[src/rtl/ysyx_24110015_trap_ctrl.sv]
// =============================================================================
// Module   : ysyx_24110015_trap_ctrl
// Brief    : Trap/mret sequencer driving the M-mode CSR write ports and a
//            redirect PC to fetch. Optional trap counter: YSYX_24110015_TRAP_CNT_EN.
// Revision : 1.0 - initial release
// =============================================================================
`default_nettype none

module ysyx_24110015_trap_ctrl #(
  parameter int XLEN = 32
) (
  input  logic            clk,
  input  logic            rst,
  input  logic            trap_valid,
  output logic            trap_ready,
  input  logic [1:0]      trap_kind,
  input  logic [XLEN-1:0] trap_pc,
  input  logic [XLEN-1:0] trap_cause,
  input  logic [XLEN-1:0] mstatus_in,
  input  logic [XLEN-1:0] mtvec_in,
  input  logic [XLEN-1:0] mepc_in,
  output logic [XLEN-1:0] din_mstatus,
  output logic [XLEN-1:0] din_mepc,
  output logic [XLEN-1:0] din_mcause,
  output logic            wen_mstatus,
  output logic            wen_mepc,
  output logic            wen_mcause,
  output logic            redirect_valid,
  input  logic            redirect_ready,
  output logic [XLEN-1:0] redirect_pc,
  output logic            busy
`ifdef YSYX_24110015_TRAP_CNT_EN
  ,
  output logic [XLEN-1:0] trap_count
`endif
);

  localparam logic [1:0] c_kind_ecall  = 2'b00;
  localparam logic [1:0] c_kind_ebreak = 2'b01;
  localparam logic [1:0] c_kind_exc    = 2'b10;
  localparam logic [1:0] c_kind_mret   = 2'b11;

  typedef enum logic [1:0] {
    IDLE     = 2'd0,
    SAVE     = 2'd1,
    STATUS   = 2'd2,
    REDIRECT = 2'd3
  } state_t;

  state_t            state_q, state_d;
  logic [XLEN-1:0]   epc_q, epc_d;
  logic [XLEN-1:0]   cause_q, cause_d;
  logic [XLEN-1:0]   target_q, target_d;
  logic              is_mret_q, is_mret_d;
  logic              accept;
  logic [XLEN-1:0]   mstatus_upd;
  logic              unused_mtvec_lo;

  // mtvec MODE bits are discarded: the target is always the direct base.
  assign unused_mtvec_lo = ^mtvec_in[1:0];

  assign accept = trap_valid && (state_q == IDLE);

  always_comb begin
    state_d   = state_q;
    epc_d     = epc_q;
    cause_d   = cause_q;
    target_d  = target_q;
    is_mret_d = is_mret_q;
    case (state_q)
      IDLE: begin
        if (trap_valid) begin
          epc_d     = trap_pc;
          is_mret_d = (trap_kind == c_kind_mret);
          case (trap_kind)
            c_kind_ecall:  cause_d = {{(XLEN-4){1'b0}}, 4'd11};
            c_kind_ebreak: cause_d = {{(XLEN-4){1'b0}}, 4'd3};
            c_kind_exc:    cause_d = trap_cause;
            default:       cause_d = '0;
          endcase
          if (trap_kind == c_kind_mret) begin
            target_d = mepc_in;
            state_d  = STATUS;
          end else begin
            target_d = {mtvec_in[XLEN-1:2], 2'b00};
            state_d  = SAVE;
          end
        end
      end
      SAVE:     state_d = STATUS;
      STATUS:   state_d = REDIRECT;
      REDIRECT: if (redirect_ready) state_d = IDLE;
      default:  state_d = IDLE;
    endcase
  end

  always_ff @(posedge clk or negedge rst) begin
    if (!rst) begin
      state_q   <= IDLE;
      epc_q     <= '0;
      cause_q   <= '0;
      target_q  <= '0;
      is_mret_q <= 1'b0;
    end else begin
      state_q   <= state_d;
      epc_q     <= epc_d;
      cause_q   <= cause_d;
      target_q  <= target_d;
      is_mret_q <= is_mret_d;
    end
  end

  // MPP is forced to M on both paths since this core has no lower privilege.
  always_comb begin
    mstatus_upd = mstatus_in;
    if (is_mret_q) begin
      mstatus_upd[3] = mstatus_in[7];
      mstatus_upd[7] = 1'b1;
    end else begin
      mstatus_upd[7] = mstatus_in[3];
      mstatus_upd[3] = 1'b0;
    end
    mstatus_upd[12:11] = 2'b11;
  end

  always_comb begin
    trap_ready     = (state_q == IDLE);
    busy           = (state_q != IDLE);
    wen_mepc       = (state_q == SAVE);
    wen_mcause     = (state_q == SAVE);
    wen_mstatus    = (state_q == STATUS);
    redirect_valid = (state_q == REDIRECT);
    din_mepc       = wen_mepc       ? epc_q       : '0;
    din_mcause     = wen_mcause     ? cause_q     : '0;
    din_mstatus    = wen_mstatus    ? mstatus_upd : '0;
    redirect_pc    = redirect_valid ? target_q    : '0;
  end

`ifdef YSYX_24110015_TRAP_CNT_EN
  logic [XLEN-1:0] trap_cnt_q, trap_cnt_d;

  always_comb begin
    trap_cnt_d = trap_cnt_q;
    if (accept && (trap_kind != c_kind_mret))
      trap_cnt_d = trap_cnt_q + {{(XLEN-1){1'b0}}, 1'b1};
  end

  always_ff @(posedge clk or negedge rst) begin
    if (!rst) trap_cnt_q <= '0;
    else      trap_cnt_q <= trap_cnt_d;
  end

  assign trap_count = trap_cnt_q;
`else
  logic unused_accept;
  assign unused_accept = accept;
`endif

endmodule

`default_nettype wire

[config.mk]
export PLATFORM = sky130hd
export DESIGN_NAME = ysyx_24110015_trap_ctrl
export DESIGN_NICKNAME = d
export VERILOG_FILES = /design/src/rtl/ysyx_24110015_trap_ctrl.sv
export SDC_FILE = /design/constraint.sdc
export NUM_CORES = 1
export LEC_CHECK = 0
export BUFFER_PORTS_ARGS = -buffer_cell sky130_fd_sc_hd__buf_2
export CORE_AREA = 5 5 114 116
export DETAILED_ROUTE_END_ITERATION = 16
export DIE_AREA = 0 0 119 121
export MAX_ROUTING_LAYER = met4
export PLACE_DENSITY = 0.84
export SETUP_SLACK_MARGIN = 0.2
export SYNTH_ARGS = -nofsm -noshare
export SYNTH_HDL_FRONTEND = slang
export SYNTH_SLANG_ARGS = --single-unit
[constraint.sdc]
create_clock -name clk -period 3.1 [get_ports clk]
set_input_delay 0.465 -clock clk [delete_from_list [all_inputs] [get_ports clk]]
set_output_delay 0.465 -clock clk [all_outputs]
set_load 0.01 [all_outputs]
# Word-level counts from Yosys, hierarchy flattened
# Index checks and enable logic that the tools add are counted.
[word_totals]
elab_cells = 30
mem_bits_ro = 0
latchBits = 0
mem_count = 0
inputBits = 166
reg_bits = 99
ram_bits = 0
[classes]
mux = 12
shifts = 0
bitwise_logic = 0
n_reduce_logical = 5
eq_ne = 8
add_sub_neg = 0
n_lt_le_gt_ge = 0
n_mul = 0
div_mod_pow = 0
[ops]
columns = ["op", "count"]
rows = [
  ["$mux W32", 5],
  ["$pmux W32 S3", 1],
  ["$eq A2 B2 Y1 const B", 4],
  ["$pmux W2 S4", 1],
  ["$mux W2", 3],
  ["$eq A2 B1 Y1 const B", 2],
  ["$logic_not A2 Y1", 2],
  ["$reduce_and A2 Y1", 2],
  ["$mux W1", 2],
  ["$ne A2 B1 Y1 const B", 1],
  ["$ne A2 B2 Y1 const B", 1],
  ["$reduce_bool A2 Y1", 1],
]

# Depth between registers and ports, before layout
# Gate-level depths: netlist of run 1.
[logic_depth]
depth_word = 4
ltp_mapped = 8
ltp_nobuf = 5

# Least setup slack after synthesis of run 1
# Ideal clock, no wire load.
[synth_path]
path_kind = "reg-to-output"
startpoint = "register state_q[1]"
endpoint = "output port din_mcause[0]"
slack_ps = 1316
path_buffers = 2
stages_incl_launch_ff = 6
t_arrival_ps = 1319
path_cell_list = "dfrtp_1 inv_1 ha_1 clkbuf_1 clkbuf_1 and2_1"
[synth_between]
elab_chain_cells = 2
[synth_lines]
columns = ["item", "line_no", "source"]
rows = [
  ["from (decl)", "50", "state_t state_q, state_d;"],
  ["from (signal assigned)", "105", "state_q <= state_d;"],
  ["$eq A2 B1 Y1", "130", "wen_mcause = (state_q == SAVE);"],
  ["named net wen_mcause", "27", "output logic wen_mcause,"],
  ["$mux W32", "134", "din_mcause = wen_mcause ? cause_q : '0;"],
  ["to (decl)", "24", "output logic [XLEN-1:0] din_mcause,"],
]
# The timed path passes the listed nets, and every way through them passes these cells.

# Final worst setup path of run 1
[layout_path]
startpoint = "register state_q[0]"
endpoint = "output port din_mstatus[17]"
[layout_between]
elab_chain_cells = 2
[layout_lines]
columns = ["item", "line_no", "source"]
rows = [
  ["$eq A2 B2 Y1", "131", "wen_mstatus = (state_q == STATUS);"],
  ["$mux W32", "135", "din_mstatus = wen_mstatus ? mstatus_upd : '0;"],
  ["to (decl)", "22", "output logic [XLEN-1:0] din_mstatus,"],
]
# No other way between the ends.

==> metrics.txt, run 1 <==
status finished clean; Die X 119 um; Layout Skew 0.00679 ns; placed cell areas 6410 um2; GRT Overall Usage 19.6%; total power 5.51 mW; DP Wirelength 10.3 mm; clk_lat worst skew 0.34 ns; Max Slew Vio Count 0; Die Area 14,400 um2; Ports 300; clock sinks 99; TritonCTS clock tree built; Net Count, Synth 682; pin count of the biggest net entering global routing 89; Final min period 2.43 ns; H-Tree Depth 3; vias per cell 4.68; EDFF count, synth 0; nets 954; Tcrit/Tclk final 78.3%; top cell type's share of synthesized area 50.9%; Power per Cell Area 820 nW/um2; post-DR wirelength/cell 14.7 um; dpl ws 1.04 ns; Mapped Cells 512; async set-or-reset flop fraction in the synthesized netlist 100%; Synth area leader dfrtp_1; unrepaired setup endpoints after global routing false; initial antenna violation count 1; post-CTS setup buffers 0; Setup-failing EPs final 0; hold_buf cts 0; core area 11,800 um2; Setup crit start kind flop; post-route ant nets 0; sequential share of the synthesized area 50.9%; Initial Util 41.2%; Hold Crit Class in2async; vias in the first global route 4,325; first-pass GRT wire length 22.2 mm; gp weighted congestion 0.782; Vias 4,387; Distinct cells, synth 25; DRC viols 0; VDD IR max 0.337 mV; CP Capture Type primary output; DRT Pass-1 Iters 4; Die Ht 121 um; R2R cell count 6; CP max FO 34; Hold Vio Cnt, Final 0; Synth Flop Type dfrtp_1; Clock Path Buffers 2; layout cell share with drive strength beyond 1 40.7%; post-synthesis average cell area 9.51 um2; Remaining Overflow, GRT 0; crit path kind reg2out; Lkg Pwr 4.01 nW; Yosys Warn Count 0; most area-consuming cells after synthesis dfrtp_1, and2_1, nand2_1, mux2i_1, a22o_1; Core Util, Final 56.9%; setup TNS 0 ns; DRT iter0 DRCs 381; TritonCTS Buffers 9; Critical Path AT 1.96 ns; Crit path required time 2.63 ns; clk slew on worst S/H paths 0.07 ns; Slew HR 39.6%; Worst Tran Pin Value 0.902 ns; floorplan row count 40; fmax 412 MHz; post-route setup slack 0.673 ns; post-synthesis sequential element count 99; max_cap viols 0; P&R area growth vs syn 38.0%; Cell Area, Synth 4870 um2; drt total wl 13.8 mm; Resize count post-CTS 0; final instance area 6720 um2; root buf cell clkbuf_16; Buffers on Ports 295
==> worst paths after layout <==
check | end | slack [ns] | start
max | din_mstatus[17] | 0.67 | state_q[0]$_DFFE_PN0P_
min | target_q[18]$_DFFE_PN0P_ | 0.11 | rst
max reg2reg | target_q[0]$_DFFE_PN0P_ | 1.07 | state_q[0]$_DFFE_PN0P_
min reg2reg | epc_q[14]$_DFFE_PN0P_ | 0.47 | epc_q[14]$_DFFE_PN0P_
max in group asynchronous | epc_q[21]$_DFFE_PN0P_ | 2.27 | rst
min in group clk | epc_q[2]$_DFFE_PN0P_ | 0.31 | trap_pc[2]
==> stage by stage <==
step	hold slack, ns	cells
floorplan	0.169	512
global placement	0.450	920
detailed placement	0.457	920
CTS	0.124	936
global route	0.153	937
finish	0.105	937
==> synthesized netlist by cell type (all sizes together), types with 2 or more instances <==
| library cell | count |
|---|---|
| o21ai | 32 |
| a31oi | 2 |
| and2 | 125 |
| a22o | 31 |
| mux2i | 31 |
| nor2 | 3 |
| ha | 4 |
| inv | 5 |
| nand2 | 129 |
| dfrtp | 99 |
| buf | 16 |
| clkbuf | 24 |
| nand2b | 2 |
==> worst max-delay path, cell delays in order (launching register included) <==
cell and delay (ns):
dfrtp_1 0.40, inv_1 0.11, ha_1 0.73, and2_1 0.25
buf_2 0.14
==> cell type report <==
cell class | instances | area, um2
diodes | 1 | 2.50
clock buffers | 9 | 225
clock inverters | 7 | 83.8
fillers | 1098 | 5090
inverters | 5 | 18.8
multi-input cells | 368 | 2180
flip-flops and latches | 99 | 2480
well taps | 147 | 184
repair buffers | 301 | 1550
==> where the power goes <==
group          switching [mW]  leakage, nW  internal (mW)  total [mW]
clock network           0.517        0.149          0.641        1.16
logic                    1.27         2.60          0.963        2.23
registers               0.268         1.26           1.86        2.13
total                    2.05         4.01           3.46        5.51
==> logic make-up (layout without fill, tap and decap cells) <==
family	after synthesis	count (layout)	share of synthesized area [%]
compound gates	69	69	9.71
flops	99	99	50.9
other cells	0	1	0
fa+ha+maj	4	4	1.03
mux	32	32	6.60
simple gates	263	263	27.2
buf+inv	45	322	4.55
==> per-layer routing <==
metal / up-vias / share of wire [%] / GRT usage, %
met5: - / 0 / -
met4: 0 / 1.6 / 6.52
met3: 17 / 8.0 / 4.94
met2: 184 / 46 / 28.8
met1: 1987 / 44 / 26.5
li1: 2199 / - / -
==> registers in the layout (all words and copies together) (netlist names) <==
register / flops
cause_q: 32
epc_q: 32
is_mret_q: 1
state_q: 2
target_q: 32
==> layout by cell type (no fill, tap or decap), drive strengths merged <==
| cell | count |
|---|---|
| and3 | 1 |
| nand2b | 2 |
| nor2b | 1 |
| a31oi | 2 |
| clkinv | 2 |
| o22ai | 1 |
| o21a | 1 |
| o21ai | 32 |
| a21o | 1 |
| clkinvlp | 1 |
| and2 | 125 |
| nand2 | 129 |
| ha | 4 |
| bufinv | 1 |
| a22o | 31 |
| nor2 | 3 |
| clkbuf | 9 |
| o31ai | 1 |
| dfrtp | 99 |
| buf | 301 |
| mux2 | 1 |
| diode | 1 |
| nand3 | 1 |
| inv | 8 |
| mux2i | 31 |
| nor3b | 1 |
No activity file was read; power rests on OpenSTA's default activity.
==> inputs of run 2 (changes only) <==
- ABC_AREA: default -> 1
- CORE_AREA: 5 5 114 116 -> default
- CORE_MARGIN: default -> 5
- CORE_UTILIZATION: default -> 40
- DIE_AREA: 0 0 119 121 -> default
- PLACE_DENSITY: 0.84 -> 0.83
- clock period: 3.1 -> 2.2 ns (I/O delays scaled with it)
==> metrics.txt, run 2 <==
slowest stage delay, CP 0.41 ns (-0.32 ns); CP delay by family, top buffers and inverters; WHS 0.193 ns (+0.0875 ns); DRT Pass-1 Iters 4 (unchanged); Cell Area, Synth 5200 um2 (+6.8%); Critical Path AT 1.58 ns (-0.38 ns); Mapped Cells 753 (+47%); Hold Vio Cnt, Final 0 (unchanged); CP Capture Type primary output; P&R area growth vs syn 37.2%; TritonCTS clock tree built; setup TNS 0 ns (unchanged); floorplan row count 41 (+2.5%); Slew HR 66.5% (+27 points); post-synthesis average cell area 6.91 um2 (-27%); Die Area 15,400 um2 (+6.8%); Tcrit/Tclk final 86.6%; Vias 5,469 (+25%); Buffers on Ports 295 (unchanged); Layout Skew 0.00709 ns (+0.000300 ns); Net Count, Synth 923 (+35%); TritonCTS Buffers 9 (unchanged); clk_lat worst skew 0.33 ns (about the same); max_cap viols 0 (unchanged); post-CTS setup buffers 0 (unchanged); Remaining Overflow, GRT 0 (unchanged); commonest non-fill, non-tap cells in the layout nand2_1, buf_2, inv_1, nand3_1, dfrtp_1; Die X 124 um (+4.2%); Max Slew Vio Count 0 (unchanged); DP Wirelength 11.7 mm (+13%); Synth Flop Type dfrtp_1; vias in the first global route 5,138 (+19%); gp weighted congestion 0.884 (+13%); sequential share of the synthesized area 47.6% (-3.2 points); worst-path cell chain inv_1 > ha_2 > buf_12 > nand2_1 > inv_1 > buf_2; GRT Overall Usage 20.5% (+0.97 points); vias per cell 4.55 (-2.7%); Post-Layout Cell Count 1,201 (+28%); commonest non-fill, non-tap cell in the layout nand2_1; Power per Cell Area 1120 nW/um2 (+36%); pin count of the biggest net entering global routing 87 (-2.2%); root buf cell clkbuf_16; post-DR wirelength/cell 13.4 um (-9.3%); post-route setup slack 0.295 ns (-0.379 ns); H-Tree Depth 3 (unchanged); Ports 300 (unchanged); CP max FO 33 (-2.9%); core area 12,700 um2 (+7.3%); Yosys Warn Count 0 (unchanged); Initial Util 41.0% (-0.18 points); layout cell share with drive strength beyond 1 31.8% (-8.9 points); nets 1,195 (+25%); CP startpoint state_q[1]$_DFFE_PN0P_; Placed Instances 1,184 (+29%); crit path max-delay cell type dfrtp_1; VDD IR max 0.409 mV (+21%); Setup-failing EPs final 0 (unchanged); count leader, synth nand2_1; Crit path buffers/inverters 4 (+2); DRT iter0 DRCs 404 (+6.0%); post-synthesis sequential element count 99 (unchanged); first-pass GRT wire length 24.7 mm (+11%); top flop regs cause_q x32, epc_q x32, target_q x32; most instantiated cells after synthesis nand2_1, inv_1, nand3_1; async set-or-reset flop fraction in the synthesized netlist 100% (unchanged); clock sinks 99 (unchanged); unrepaired setup endpoints after global routing false; DRC viols 0 (unchanged); Synth area leader dfrtp_1; top cell type's share of synthesized area 47.6% (-3.2 points); Setup crit start kind flop; Hold Crit Class in2reg; Lkg Pwr 5.08 nW (+27%); Die Ht 124 um (+2.5%); RR Startpoint state_q[1]$_DFFE_PN0P_; Crit path required time 1.87 ns (-0.76 ns); Worst Tran Pin Value 0.503 ns (-0.400 ns); most frequent CP cell inv_1; clk slew on worst S/H paths 0.07 ns (about the same); Final min period 1.91 ns; HP Start trap_pc[3]; Distinct cells, synth 15 (-40%); fmax 525 MHz; most area-consuming cells after synthesis dfrtp_1, nand2_1, nand3_1, inv_1, buf_2; crit path kind reg2out; drt total wl 16.1 mm (+16%); EDFF count, synth 0 (unchanged); initial antenna violation count 1 (unchanged); dpl ws 0.460 ns (-0.582 ns); Clock Path Buffers 2 (unchanged); post-route ant nets 0 (unchanged); status finished clean
-- run 2: final cells by class --
| class | count | area (um2) |
|---|---|---|
| diodes | 1 | 2.50 |
| clock buffers | 9 | 225 |
| clock inverters | 5 | 56.3 |
| fillers | 1210 | 5540 |
| inverters | 134 | 504 |
| multi-input cells | 471 | 1980 |
| flip-flops and latches | 99 | 2480 |
| well taps | 172 | 215 |
| repair buffers | 310 | 1680 |
-- run 2: what timing repair did --
item                                    in CTS  in global routing
endpoints found under the hold margin       36                  0
hold buffers                                 1                  0
gates resized for setup                      0                  4
endpoints found under the setup margin       0                100
-- run 2: final timing paths --
kind,endpoint,slack (ns),cells after the start
worst min-delay path,epc_q[3]$_DFFE_PN0P_,0.19,3
worst min register to register,epc_q[6]$_DFFE_PN0P_,0.48,2
min in group asynchronous,epc_q[2]$_DFFE_PN0P_,0.51,2
worst max-delay path,din_mepc[30],0.29,6
max in group asynchronous,target_q[16]$_DFFE_PN0P_,1.06,3
worst max register to register,is_mret_q$_DFFE_PN0P_,0.48,7
-- run 2: per-layer routing --
layer | routed length, um | GRT usage, % | up-vias
li1 | - | - | 2760
met1 | 6920 | 27.2 | 2478
met2 | 7580 | 32.4 | 212
met3 | 1300 | 3.81 | 19
met4 | 251 | 5.95 | 0
met5 | 0 | - | -
-- run 2: tightest hold or removal path: stages --
cell	delay (ns)
buf_2	0.07
nand2_1	0.04
nand2_1	0.05
-- run 2: cell families after synthesis --
| group | Yosys count | share of synthesized area [%] |
|---|---|---|
| AO/OA/AOI/OAI | 4 | 0.433 |
| AND/OR/NAND/NOR | 463 | 36.4 |
| flip-flops | 99 | 47.6 |
| adder cells (fa/ha/maj) | 4 | 0.962 |
| buffers and inverters | 183 | 14.6 |
-- run 2: metrics by stage --
| step | power [mW] | area (um2) | util (%) |
|---|---|---|---|
| floorplan | 5.19 | 5200 | - |
| global placement | 6.30 | 6800 | 53.7 |
| detailed placement | 6.40 | 6800 | 53.7 |
| CTS | 7.95 | 7090 | 56.0 |
| global route | 8.62 | 7130 | 56.3 |
| finish | 7.97 | 7130 | 56.3 |
-- run 2: where the power goes --
part	total, mW	leakage (nW)	internal, mW	switching, mW
logic	3.44	3.68	1.31	2.13
clock network	1.52	0.137	0.867	0.653
registers	3.01	1.26	2.60	0.414
==> inputs of run 3 (changes only) <==
- BUFFER_PORTS_ARGS: -buffer_cell sky130_fd_sc_hd__buf_2 -> -buffer_cell sky130_fd_sc_hd__clkbuf_2
- PLACE_DENSITY: 0.83 -> 0.87
==> metrics.txt, run 3 (same netlist as run 2, synthesis figures left out) <==
drt total wl 16.1 mm (+0.59%); commonest non-fill, non-tap cells in the layout nand2_1, clkbuf_2, inv_1, nand3_1, dfrtp_1; Worst Tran Pin Value 0.572 ns (+0.0688 ns); combinational group share of total power 43.9% (+0.7 points); RR Startpoint state_q[0]$_DFFE_PN0P_; VDD IR max 0.481 mV (+18%); R2R cell count 7 (unchanged); Setup-failing EPs final 0 (unchanged); Initial Util 41.0% (unchanged); post-DR wirelength/cell 13.4 um (+0.51%); layout cell share with drive strength beyond 1 32.4% (+0.62 points); max_cap viols 0 (unchanged); FILL cells 1,166 (-3.6%); Setup crit start kind flop; CP Capture Type flop; Crit path required time 2.43 ns (+0.56 ns); Clock Path Buffers 2 (unchanged); GRT Overall Usage 21.2% (+0.63 points); gp weighted congestion 0.869 (-1.7%); Slew HR 61.9% (-4.6 points); Critical Path AT 2.11 ns (+0.53 ns); Lkg Pwr 5.03 nW (-1.0%); floorplan row count 41 (unchanged); GR met2 Demand/Resource 34.3% (+2.0 points); Hold Vio Cnt, Final 3 (+3); total power 8.23 mW (+3.2%); TritonCTS Buffers 9 (unchanged); Remaining Overflow, GRT 0 (unchanged); top flop regs cause_q x32, epc_q x32, target_q x32; commonest non-fill, non-tap cell in the layout nand2_1; setup TNS 0 ns (unchanged); worst-path cell chain inv_1 > ha_2 > nand2_4 > inv_4 > buf_12 > nand2_1 > o21a_1; Die Area 15,400 um2 (unchanged); unrepaired setup endpoints after global routing false; Ports 300 (unchanged); Net Switching 3.31 mW (+3.5%); CP startpoint state_q[0]$_DFFE_PN0P_; DRT iter0 DRCs 426 (+5.4%); Tcrit/Tclk final 85.6% (-1.0 points); clk slew on worst S/H paths 0.07 ns (about the same); nets 1,195 (unchanged); Layout Skew 0.00648 ns (-0.000611 ns); Sequential Power Share 36.9% (-0.8 points); P&R area growth vs syn 38.5%; Power per Cell Area 1140 nW/um2 (+2.2%); reg2reg end is_mret_q$_DFFE_PN0P_; Vias 5,525 (+1.0%); clk_lat worst skew 0.34 ns (about the same); Max Slew Vio Count 0 (unchanged); Buffers on Ports 295 (unchanged); DP Wirelength 11.8 mm (+0.40%); slowest stage delay, CP 0.44 ns (+0.03 ns); met1 GRT Util 27.1% (-0.17 points); Pint 4.91 mW (+2.9%); crit path max-delay cell type dfrtp_1; post-route ant nets 0 (unchanged); FF/Latch Area 2480 um2 (about the same); end of the critical path is_mret_q$_DFFE_PN0P_; pin count of the biggest net entering global routing 100 (+15%); FF-to-FF setup slack 0.32 ns (-0.16 ns); first-pass GRT wire length 25.2 mm (+2.2%); WHS -0.00389 ns (-0.197 ns); GR peak layer met2; root buf cell clkbuf_16; initial antenna violation count 0 (-1); H-Tree Depth 3 (unchanged); clock sinks 99 (unchanged); CP max FO 54 (+64%); crit path kind reg2reg; hold_buf cts 0 (-1); failing checks hold timing; Sw Share 40.3% (+0.13 points); Die X 124 um (unchanged); core area 12,700 um2 (unchanged); antenna cells 0 (-1); TritonCTS clock tree built; area of the multi-input gates 2000 um2 (+1.3%); DRC viols 0 (unchanged); Final min period 1.88 ns (-0.0229 ns); grt met3 use 3.91% (+0.091 points); fmax 531 MHz (+1.2%); vias per cell 4.60 (+0.94%); Die Ht 124 um (unchanged); Hold Crit Class in2async; power share of the clock group 19.2% (about the same); status finished, violations left; DRT Pass-1 Iters 6 (+2); vias in the first global route 5,230 (+1.8%)
run 3: final cells by class:
cell class / instances / area share, %
flip-flops and latches: 99 / 34.4
multi-input cells: 471 / 27.8
repair buffers: 310 / 23.6
inverters: 134 / 7.02
clock buffers: 10 / 3.32
well taps: 172 / 2.99
clock inverters: 6 / 0.886
run 3: power by group through the flow:
stage / combinational, mW / clock [mW] / sequential, mW
floorplan: 2.26 / 0 / 2.93
global placement: 3.33 / 0 / 3.01
detailed placement: 3.42 / 0 / 3.04
CTS: 3.56 / 1.63 / 3.02
global route: 4.07 / 1.71 / 3.13
finish: 3.61 / 1.58 / 3.04
run 3: how the worst min path moves through the flow:
stage	to	from
6_report	epc_q[3]$_DFFE_PN0P_	rst
5_1_grt	epc_q[20]$_DFFE_PN0P_	rst
4_1_cts	epc_q[20]$_DFFE_PN0P_	rst
3_5_place_dp	cause_q[6]$_DFFE_PN0P_	rst
3_3_place_gp	epc_q[20]$_DFFE_PN0P_	rst
2_1_floorplan	cause_q[0]$_DFFE_PN0P_	rst
run 3: timing repair:
action	in CTS	in global routing
cloned	1	0
endpoints found under the setup margin	82	148
buffers inserted	2	1
gates resized for setup	3	9
pin swaps	0	1
run 3: worst max-delay path: cells and delay by family (launching register included):
| kind | cells | cell delay [ns] |
|---|---|---|
| fa+ha+maj | 1 | 0.29 |
| compound gates | 1 | 0.13 |
| buf+inv | 3 | 0.66 |
| simple gates | 2 | 0.24 |
| flops | 1 | 0.44 |
run 3: metrics by stage:
step	std cells	cell area (um2)	hold slack (ns)	worst slack (ns)	util, %
3_5_place_dp	1182	6800	0.437	0.252	53.6
4_1_cts	1201	7160	0.0628	0.170	56.5
5_1_grt	1202	7210	0.0904	0.203	56.9
3_3_place_gp	1182	6800	0.437	0.344	53.6
2_1_floorplan	753	5200	0.0344	0.484	-
6_report	1202	7210	-0.00389	0.317	56.9
run 3: per-layer routing:
| layer | part of all wire, % | up-vias |
|---|---|---|
| met2 | 49 | 215 |
| met3 | 7.7 | 24 |
| met5 | 0 | - |
| li1 | - | 2772 |
| met4 | 1.8 | 0 |
| met1 | 42 | 2514 |
